`src/rtl/vga_sync_gen_if.sv`:
```
// Raster timing bundle from the VGA sync generator to the tile/colour renderer.
// The generator drives everything; the renderer only observes.
interface vga_sync_gen_if;
    logic       pix_en;
    logic       hsync;
    logic       vsync;
    logic       video_on;
    logic [9:0] x;
    logic [9:0] y;
    logic       frame_start;

    modport master (
        output pix_en,
        output hsync,
        output vsync,
        output video_on,
        output x,
        output y,
        output frame_start
    );

    modport slave (
        input pix_en,
        input hsync,
        input vsync,
        input video_on,
        input x,
        input y,
        input frame_start
    );
endinterface

```
`src/rtl/vga_sync_gen.sv`:
```
// VGA raster timing generator: a prescaler makes a pixel-rate enable from the system clock,
// and x/y counters plus registered sync/video decode follow that enable.
module vga_sync_gen #(
    parameter int DIV_LOG2  = 2,
    parameter int H_VISIBLE = 640,
    parameter int H_FRONT   = 16,
    parameter int H_SYNC    = 96,
    parameter int H_BACK    = 48,
    parameter int V_VISIBLE = 480,
    parameter int V_FRONT   = 10,
    parameter int V_SYNC    = 2,
    parameter int V_BACK    = 33
) (
    input  logic           clk,
    input  logic           clr,
    vga_sync_gen_if.master vga
);
    localparam int H_TOTAL = H_VISIBLE + H_FRONT + H_SYNC + H_BACK;
    localparam int V_TOTAL = V_VISIBLE + V_FRONT + V_SYNC + V_BACK;

    localparam logic [9:0] X_LAST     = 10'(H_TOTAL - 1);
    localparam logic [9:0] Y_LAST     = 10'(V_TOTAL - 1);
    localparam logic [9:0] H_SYNC_BEG = 10'(H_VISIBLE + H_FRONT);
    localparam logic [9:0] H_SYNC_END = 10'(H_VISIBLE + H_FRONT + H_SYNC);
    localparam logic [9:0] V_SYNC_BEG = 10'(V_VISIBLE + V_FRONT);
    localparam logic [9:0] V_SYNC_END = 10'(V_VISIBLE + V_FRONT + V_SYNC);
    localparam logic [9:0] H_VIS      = 10'(H_VISIBLE);
    localparam logic [9:0] V_VIS      = 10'(V_VISIBLE);

    // A zero-width prescaler is not legal, so DIV_LOG2 == 0 keeps one bit pinned at zero.
    localparam int            PW   = (DIV_LOG2 > 0) ? DIV_LOG2 : 1;
    localparam logic [PW-1:0] PMAX = PW'((1 << DIV_LOG2) - 1);

    logic [PW-1:0] prescaler;
    logic [PW-1:0] prescaler_next;
    logic [9:0]    x_next;
    logic [9:0]    y_next;
    logic          wrap;

    always_comb begin
        prescaler_next = (prescaler == PMAX) ? '0 : prescaler + 1'b1;
        x_next         = vga.x;
        y_next         = vga.y;
        wrap           = 1'b0;
        if (vga.pix_en) begin
            if (vga.x == X_LAST) begin
                x_next = '0;
                if (vga.y == Y_LAST) begin
                    y_next = '0;
                    wrap   = 1'b1;
                end else begin
                    y_next = vga.y + 10'd1;
                end
            end else begin
                x_next = vga.x + 10'd1;
            end
        end
    end

    // Decode from the next counter values so the registered flags line up with x/y.
    always_ff @(posedge clk) begin
        if (clr) begin
            prescaler       <= '0;
            vga.pix_en      <= 1'b0;
            vga.x           <= '0;
            vga.y           <= '0;
            vga.hsync       <= 1'b1;
            vga.vsync       <= 1'b1;
            vga.video_on    <= 1'b1;
            vga.frame_start <= 1'b0;
        end else begin
            prescaler       <= prescaler_next;
            vga.pix_en      <= (prescaler_next == PMAX);
            vga.x           <= x_next;
            vga.y           <= y_next;
            vga.hsync       <= !((x_next >= H_SYNC_BEG) && (x_next < H_SYNC_END));
            vga.vsync       <= !((y_next >= V_SYNC_BEG) && (y_next < V_SYNC_END));
            vga.video_on    <= (x_next < H_VIS) && (y_next < V_VIS);
            vga.frame_start <= wrap;
        end
    end
endmodule

```
`src/flat_wrapper.sv`:
```
// flat-port wrapper written by rule: the top's interface ports become plain ports
module vga_sync_gen_flat 
#(
    parameter int DIV_LOG2  = 2,
    parameter int H_VISIBLE = 640,
    parameter int H_FRONT   = 16,
    parameter int H_SYNC    = 96,
    parameter int H_BACK    = 48,
    parameter int V_VISIBLE = 480,
    parameter int V_FRONT   = 10,
    parameter int V_SYNC    = 2,
    parameter int V_BACK    = 33
)
  (clk, clr, vga_pix_en, vga_hsync, vga_vsync, vga_video_on, vga_x, vga_y, vga_frame_start);
  vga_sync_gen_if vga_i ();
  input  logic clk;
  input  logic clr;
  output wire logic [$bits(vga_i.pix_en)-1:0] vga_pix_en;
  output wire logic [$bits(vga_i.hsync)-1:0] vga_hsync;
  output wire logic [$bits(vga_i.vsync)-1:0] vga_vsync;
  output wire logic [$bits(vga_i.video_on)-1:0] vga_video_on;
  output wire logic [$bits(vga_i.x)-1:0] vga_x;
  output wire logic [$bits(vga_i.y)-1:0] vga_y;
  output wire logic [$bits(vga_i.frame_start)-1:0] vga_frame_start;
  assign vga_pix_en = vga_i.pix_en;
  assign vga_hsync = vga_i.hsync;
  assign vga_vsync = vga_i.vsync;
  assign vga_video_on = vga_i.video_on;
  assign vga_x = vga_i.x;
  assign vga_y = vga_i.y;
  assign vga_frame_start = vga_i.frame_start;
  vga_sync_gen #(.DIV_LOG2(DIV_LOG2), .H_VISIBLE(H_VISIBLE), .H_FRONT(H_FRONT), .H_SYNC(H_SYNC), .H_BACK(H_BACK), .V_VISIBLE(V_VISIBLE), .V_FRONT(V_FRONT), .V_SYNC(V_SYNC), .V_BACK(V_BACK)) u_core (.clk(clk), .clr(clr), .vga(vga_i));
endmodule
```
`config.mk`:
```
export PLATFORM = sky130hd
export DESIGN_NAME = vga_sync_gen_flat
export DESIGN_NICKNAME = d
export VERILOG_FILES = /design/src/rtl/vga_sync_gen_if.sv /design/src/rtl/vga_sync_gen.sv /design/src/flat_wrapper.sv
export SDC_FILE = /design/constraint.sdc
export NUM_CORES = 1
export LEC_CHECK = 0
export ABC_AREA = 1
export CAP_MARGIN = 30
export CORE_UTILIZATION = 55
export CTS_CLUSTER_SIZE = 14
export DETAILED_ROUTE_END_ITERATION = 16
export DONT_BUFFER_PORTS = 1
export PLACE_DENSITY = 0.68
export SKIP_CTS_REPAIR_TIMING = 1
export SLEW_MARGIN = 5
export SYNTH_ARGS = -nofsm -noshare
export SYNTH_HDL_FRONTEND = slang
export SYNTH_SLANG_ARGS = --single-unit
```
`constraint.sdc`:
```
create_clock -name clk -period 3.85 [get_ports clk]
set_input_delay 0.5775 -clock clk [delete_from_list [all_inputs] [get_ports clk]]
set_output_delay 0.5775 -clock clk [all_outputs]
set_load 0.02 [all_outputs]
```
=== Yosys cells after proc, flatten, opt, wreduce, memory -nomap -nowiden ===
Cells that the tools add are included.

* RAM bits: 0
* Register bits after elaboration: 27
* Memories: 0
* Logic and storage cells: 36
* Output and inout bits: 25
* Input port bits: 2
* Latch bits: 0
* Memory bits (read-only): 0

* Equal/unequal tests: 4
* Reduce and logical (&&, ||, !) cells: 6
* $mul: 0
* Shifts and indexed selects: 0
* Bitwise operators: 2
* Mux-type cells: 7
* Divide/modulo/power cells: 0
* Magnitude comparators: 6
* Add/sub/neg operators: 3

{| class="wikitable"
|+ Operators with widths
! kind !! number
|-
| 10-bit 2-to-1 mux || 5
|-
| 10-bit by 1-bit adder with 10-bit output, second input constant || 2
|-
| 10-bit == test, second input constant || 2
|-
| 10-bit < comparator, second input constant || 2
|-
| 10-bit by 9-bit < comparator with 1-bit output, second input constant || 2
|-
| 10-bit >= comparator, second input constant || 1
|-
| 10-bit by 9-bit >= comparator with 1-bit output, second input constant || 1
|-
| 2-bit == test, second input constant || 2
|-
| 1-bit logical AND || 3
|-
| 3-bit OR reduction || 1
|-
| 2-bit by 1-bit adder with 2-bit output, second input constant || 1
|-
| 1-bit zero test || 2
|-
| 2-bit 2-to-1 mux || 1
|-
| 1-bit NOT || 2
|-
| 1-bit 2-to-1 mux || 1
|}

=== Logic depth before layout (Yosys ltp) ===
Gate-level depths: netlist of run 1.

* Depth after elaboration: 7
* Mapped depth: 13

=== Least setup slack after synthesis of run 1 ===
No wires, ideal clock.

* Path kind: register to register
* Start: register u_core.vga.x[0]
* End: register u_core.vga.video_on
* Data required time: 3.737 ns
* Stages on the path, launching flop included: 11
* Setup time: 0.113 ns
* Buffers on the path: 0
* Slack: 2.160 ns
* Data arrival time: 1.577 ns
* Cell sequence: dfxtp_1 > ha_1 > nand2_2 > nor2_4 > inv_2 > nor2_4 > nand4_1 > a21oi_1 > nand3_2 > nand2_1 > nand2_1

* Word-level cells in the longest chain between the ends: 5

{| class="wikitable"
|+ Ends and longest elaborated chain
! item !! line !! RTL
|-
| start, declared || vga_sync_gen_if.sv:17 || <nowiki>output x,</nowiki>
|-
| start signal, assigned || vga_sync_gen.sv:74 || <nowiki>vga.x <= x_next;</nowiki>
|-
| 10-bit by 1-bit adder with 10-bit output or 10-bit == test (tied branches) || vga_sync_gen.sv:55, vga_sync_gen.sv:46 ||
|-
| 10-bit 2-to-1 mux || vga_sync_gen.sv:46 || <nowiki>if (vga.x == X_LAST) begin</nowiki>
|-
| 10-bit 2-to-1 mux || vga_sync_gen.sv:45 || <nowiki>if (vga.pix_en) begin</nowiki>
|-
| 10-bit < comparator or 10-bit by 9-bit < comparator with 1-bit output (tied branches) || vga_sync_gen.sv:78 || <nowiki>vga.video_on <= (x_next < H_VIS) && (y_next < V_VIS);</nowiki>
|-
| 1-bit logical AND (*) || vga_sync_gen.sv:78 ||
|-
| end signal, assigned || vga_sync_gen.sv:78 ||
|-
| end, declared || vga_sync_gen_if.sv:16 || <nowiki>output video_on,</nowiki>
|}

Mark *: on every way between the ends. The rest lies on a longest branch, timed or not.
A chain may end at the register's enable or synchronous reset.

=== Worst setup path in the final report of run 1 ===
Ends and elaborated chain as after synthesis.

==> flow_summary.json, run 1 <==
{
  "status": "finished, final reports clean",
  "antenna_found_initial": 0,
  "dieHeight_microns": 53.6,
  "vias_per_cell": 5.44,
  "cts_tree": "yes",
  "via_count": 1316,
  "layout_common_cells": "nand2_1 (49), nor2_1 (37), dfxtp_1 (27)",
  "drive_gt1_frac": 0.0943,
  "antenna_cells": 0,
  "postRouteAntennaNets": 0,
  "critical_path_required_ps": 4090,
  "rsz0062_at_grt": "false",
  "arrival_ps": 2280,
  "cts.clk_slew.worst_paths_ps": 140,
  "ys.warnings.count": 0,
  "power_density_mw_per_mm2": 284,
  "tns_ps": 0,
  "fmaxAchievable_mhz": 491,
  "cts-root-buf": "clkbuf_4",
  "synthCells": 212,
  "min-delay-path-class": "in2reg",
  "syn_nets": 219,
  "startpoint": "u_core.vga.x[0]",
  "ir_worst_vdd_mv": 0.223,
  "startpoint_type": "register",
  "path_class": "reg2reg",
  "grt_usage": 0.245,
  "cts.sinks": 27,
  "wirelength_microns": 2890,
  "drc": 0,
  "htree_levels": 1,
  "cts.path.max_buffers": 2,
  "maxCapViolations": 0,
  "postSynthAreaPerCell_sq_um": 6.90,
  "fin_crit_sh": 0.529,
  "min_delay_path_depth": 1,
  "clk_latency_ps": 330,
  "worstReg2RegStart": "u_core.vga.x[0]",
  "drtIter0Drc": 30,
  "place_congestion": 0.852,
  "numCtsBuffers": 3,
  "synth_area_sq_mm": 0.00146,
  "area.growth.synth_to_final_pct": 2.57,
  "synth_cell_types": 30,
  "dieArea_sq_mm": 0.00287,
  "leakagePower_nw": 0.632,
  "die_x_microns": 53.6,
  "grt_pass1_wl_microns": 5130,
  "tightestPinTransition_ps": 564,
  "grt_pass1_vias": 1237,
  "layout_commonest_cell": "nand2_1",
  "ys_ff_latch": 27,
  "wire_per_inst_microns": 12.0,
  "setup_violations": 0,
  "cp_max_fo": 15,
  "hold_viol_final": 0,
  "grt_start_max_net_pins": 21,
  "io_pins": 27,
  "row_count": 18,
  "crit_path_end_kind": "register",
  "place_ws_ps": 1840,
  "grt_overflow": 0,
  "r2r_cells": 10,
  "io_buffers": 0,
  "period_minus_slack_ps": 2040,
  "dr.pass1.iters": 4,
  "min_from": "clr",
  "ys_seq_area_frac": 0.370,
  "fin_nets": 220,
  "slew-limit-headroom": 0.623,
  "layout_setup_ws_ps": 1810,
  "initial_core_util": 0.585,
  "clock_skew_ps": 1.40,
  "core_area_sq_mm": 0.00250,
  "drv_slew": 0,
  "dp_hpwl_microns": 2250
}
==> critical path: stages (launching register included) <==
cell and delay [ps]:
dfxtp_1 540, ha_1 270, nand2_2 80, nor2_4 120, inv_2 60, nor2_4 290, nand4_1 190, a21oi_1 210
nand3_2 90, nand2_1 60, nand2_1 40
==> through the flow <==
step	total power [mW]	util	instances	cell area, sq um	hold WS, ps
2_1_floorplan	0.310	-	212	1460	428
3_3_place_gp	0.309	0.588	238	1470	433
3_5_place_dp	0.310	0.588	238	1470	460
4_1_cts	0.435	0.600	242	1500	276
5_1_grt	0.443	0.600	242	1500	271
6_report	0.426	0.600	242	1500	289
==> final cells by class <==
type                    count  area [sq um]
clock buffers               3          22.5
fillers                   254          1000
inverters                  30           114
clock inverters             1          7.51
multi-input cells         151           778
flip-flops and latches     27           541
well taps                  30          37.5
==> synthesized netlist by cell type <==
master,count,area (sq um)
xor2_1,2,17.5
inv_2,2,7.51
clkinv_2,1,5.00
nand2_2,2,12.5
nand4_1,9,56.3
xnor2_1,1,8.76
nor2_4,2,22.5
nand2_4,1,11.3
a31oi_1,1,6.26
o21ai_0,2,10.0
clkinv_1,1,3.75
nor2_2,5,31.3
nor3b_1,1,7.51
nor2_1,37,139
nor3_4,1,16.3
ha_1,5,62.6
nand3_1,15,75.1
o21bai_1,2,15.0
a211oi_1,1,7.51
dfxtp_1,27,541
nand3b_1,2,15.0
inv_1,26,97.6
nand3_2,2,20.0
a21boi_1,1,7.51
nand2_1,49,184
clkbuf_1,2,7.51
nor3_1,6,30.0
a21oi_1,3,15.0
a21o_1,1,7.51
buf_6,2,22.5
==> metal layers <==
layer	part of all wire	global-route usage	vias up
li1	-	-	673
met1	0.48	0.320	605
met2	0.45	0.396	33
met3	0.050	0.0395	5
met4	0.019	0.105	0
met5	0	0	-
==> sequential cells by signal, indices dropped and copies added (netlist names) <==
register / flops
u_core.vga.x: 10
u_core.vga.pix_en: 1
u_core.vga.frame_start: 1
u_core.vga.hsync: 1
u_core.vga.vsync: 1
u_core.prescaler: 2
u_core.vga.video_on: 1
u_core.vga.y: 10
==> logic make-up (layout without fill, tap and decap cells) <==
logic type      Yosys count  count (layout)  synth area share
simple gates            132             132             0.424
buf+inv                  34              34            0.0984
flops                    27              27             0.370
compound gates           11              11            0.0471
fa+ha+maj                 5               5            0.0428
xor+xnor                  3               3            0.0180
==> path summary, 6_finish.rpt <==
path / endpoint / slack, ps
min reg2reg: u_core.prescaler[0] / 470
min: u_core.prescaler[1] / 290
max reg2reg: u_core.vga.video_on / 1810
max: u_core.vga.video_on / 1810
==> where the power goes <==
group,internal [mW],switching [mW],leakage [nW]
combinational,0.00462,0.00579,0.400
clock,0.0398,0.0827,0.0139
sequential,0.284,0.00856,0.218
total,0.329,0.0971,0.632
Note: power is estimated with default switching activity, not from simulation.
==> inputs of run 2 (changes only) <==
--- a/config.mk
+++ b/config.mk
@@ -11,7 +11,7 @@
 export CTS_CLUSTER_SIZE = 14
 export DETAILED_ROUTE_END_ITERATION = 16
 export DONT_BUFFER_PORTS = 1
-export PLACE_DENSITY = 0.68
+export PLACE_DENSITY = 0.71
 export SKIP_CTS_REPAIR_TIMING = 1
 export SLEW_MARGIN = 5
 export SYNTH_ARGS = -nofsm -noshare
==> constraint.sdc (replaced) <==
create_clock -name clk -period 1.85 [get_ports clk]
set_input_delay 0.2775 -clock clk [delete_from_list [all_inputs] [get_ports clk]]
set_output_delay 0.2775 -clock clk [all_outputs]
set_load 0.02 [all_outputs]
==> flow_summary.json, run 2 (synthesis gave the netlist of run 1 again) <==
{
  "r2r_cells": 11,
  "via_count": 1461,
  "period_minus_slack_ps": 1730,
  "grt_pass1_wl_microns": 5470,
  "hold_ws_ps": 14.9,
  "cts_tree": "yes",
  "path_buf_inv": 1,
  "ir_worst_vdd_mv": 0.475,
  "crit_path_frequent_cell": "nand2_1",
  "htree_levels": 1,
  "dp.cells": 256,
  "cts-root-buf": "clkbuf_4",
  "critical_path_required_ps": 2150,
  "numCtsBuffers": 3,
  "vias_per_cell": 5.45,
  "grt_usage": 0.263,
  "fin_nets": 246,
  "crit_family": "simple AND/OR/NAND/NOR gates",
  "layout_common_cells": "nand2_1 (49), nor2_1 (36), dfxtp_1 (27)",
  "tightestPinTransition_ps": 634,
  "clock_skew_ps": 4.12,
  "hold_viol_final": 0,
  "startpoint_type": "register",
  "top_regs": "u_core.vga.x: 10 flops, u_core.vga.y: 10 flops, u_core.prescaler: 2 flops",
  "place_congestion": 0.910,
  "antenna_cells": 0,
  "crit_path_end_kind": "register",
  "cp.depth": 11,
  "grt_pass1_vias": 1260,
  "dr.pass1.iters": 4,
  "drv_slew": 0,
  "startpoint": "u_core.vga.x[0]",
  "postRouteAntennaNets": 0,
  "cp_max_fo": 7,
  "arrival_ps": 2030,
  "slowest_stage": "dfxtp_1",
  "clk_latency_ps": 330,
  "stdcell_count": 268,
  "cts.sinks": 27,
  "slew-limit-headroom": 0.576,
  "layout_commonest_cell": "nand2_1",
  "grt_overflow": 0,
  "antenna_found_initial": 0,
  "r2r_end": "u_core.vga.vsync",
  "fmaxAchievable_mhz": 578,
  "dp_hpwl_microns": 2630,
  "min_from": "clr",
  "grt_start_max_net_pins": 21,
  "maxCapViolations": 0,
  "tns_ps": 0,
  "core_area_sq_mm": 0.00250,
  "place_ws_ps": 55.5,
  "dieArea_sq_mm": 0.00287,
  "layout_setup_ws_ps": 120,
  "slowest_delay_ps": 370,
  "io_pins": 27,
  "power_density_mw_per_mm2": 541,
  "worstReg2RegStart": "u_core.vga.x[0]",
  "cts.clk_slew.worst_paths_ps": 160,
  "crit_end": "u_core.vga.vsync",
  "dieHeight_microns": 53.6,
  "leakagePower_nw": 0.768,
  "cts.path.max_buffers": 2,
  "worstPathCellList": "ha_1, nand2_2, nor2_4, inv_2, nor2_2, nand2_1, o21ai_0, nand2_1, nand3b_1, nor2_1, nand2_1",
  "setup_violations": 0,
  "wirelength_microns": 3620,
  "area.growth.synth_to_final_pct": 16.5,
  "io_buffers": 0,
  "initial_core_util": 0.585,
  "r2r_slack_ps": 120,
  "min-delay-path-class": "in2reg",
  "drive_gt1_frac": 0.193,
  "wire_per_inst_microns": 13.5,
  "fin_crit_sh": 0.935,
  "drtIter0Drc": 63,
  "drc": 0,
  "row_count": 18,
  "status": "finished, final reports clean",
  "die_x_microns": 53.6,
  "path_class": "reg2reg"
}
-- run 2: worst reg2reg max path, cell delays in order, from the launching register on --
cell and delay [ps]:
dfxtp_1 370, ha_1 210, nand2_2 80, nor2_4 120, inv_2 70, nor2_2 240, nand2_1 130, o21ai_0 180
nand2_1 100, nand3b_1 110, nor2_1 50, nand2_1 50
-- run 2: cell type report --
| cell class | instances | area, sq um |
|---|---|---|
| sequential | 27 | 541 |
| fill | 224 | 796 |
| tap | 30 | 37.5 |
| clock inverter | 1 | 7.51 |
| clock buffer | 3 | 22.5 |
| inverter | 30 | 114 |
| timing repair buffer | 25 | 190 |
| multi-input combinational | 152 | 792 |
-- run 2: power by group --
part | internal [mW] | leakage, nW | switching [mW] | total [mW]
registers | 0.592 | 0.218 | 0.00875 | 0.601
clock network | 0.0828 | 0.0139 | 0.192 | 0.275
logic | 0.0168 | 0.535 | 0.0299 | 0.0467
total | 0.692 | 0.768 | 0.231 | 0.922
-- run 2: worst min-delay path by stage --
stage	cells past startpoint	to	slack, ps
finish	1	u_core.vga.x[9]	10
global route	1	u_core.vga.x[9]	20
CTS	1	u_core.prescaler[1]	-20
detailed placement	1	u_core.prescaler[1]	350
global placement	1	u_core.prescaler[1]	350
floorplan	1	u_core.prescaler[0]	430
-- run 2: stage by stage --
stage               utilization  area (sq um)  power [mW]
floorplan                     -          1460       0.646
finish                    0.682          1700       0.922
global placement          0.642          1610       0.649
global route              0.682          1700       0.941
detailed placement        0.642          1610       0.652
CTS                       0.654          1640       0.918
-- run 2: per-layer routing --
metal	track usage	vias up	wire, microns
li1	-	726	-
met1	0.344	669	1630
met2	0.446	53	1640
met3	0.0480	13	268
met4	0.0658	0	79
met5	0	-	0
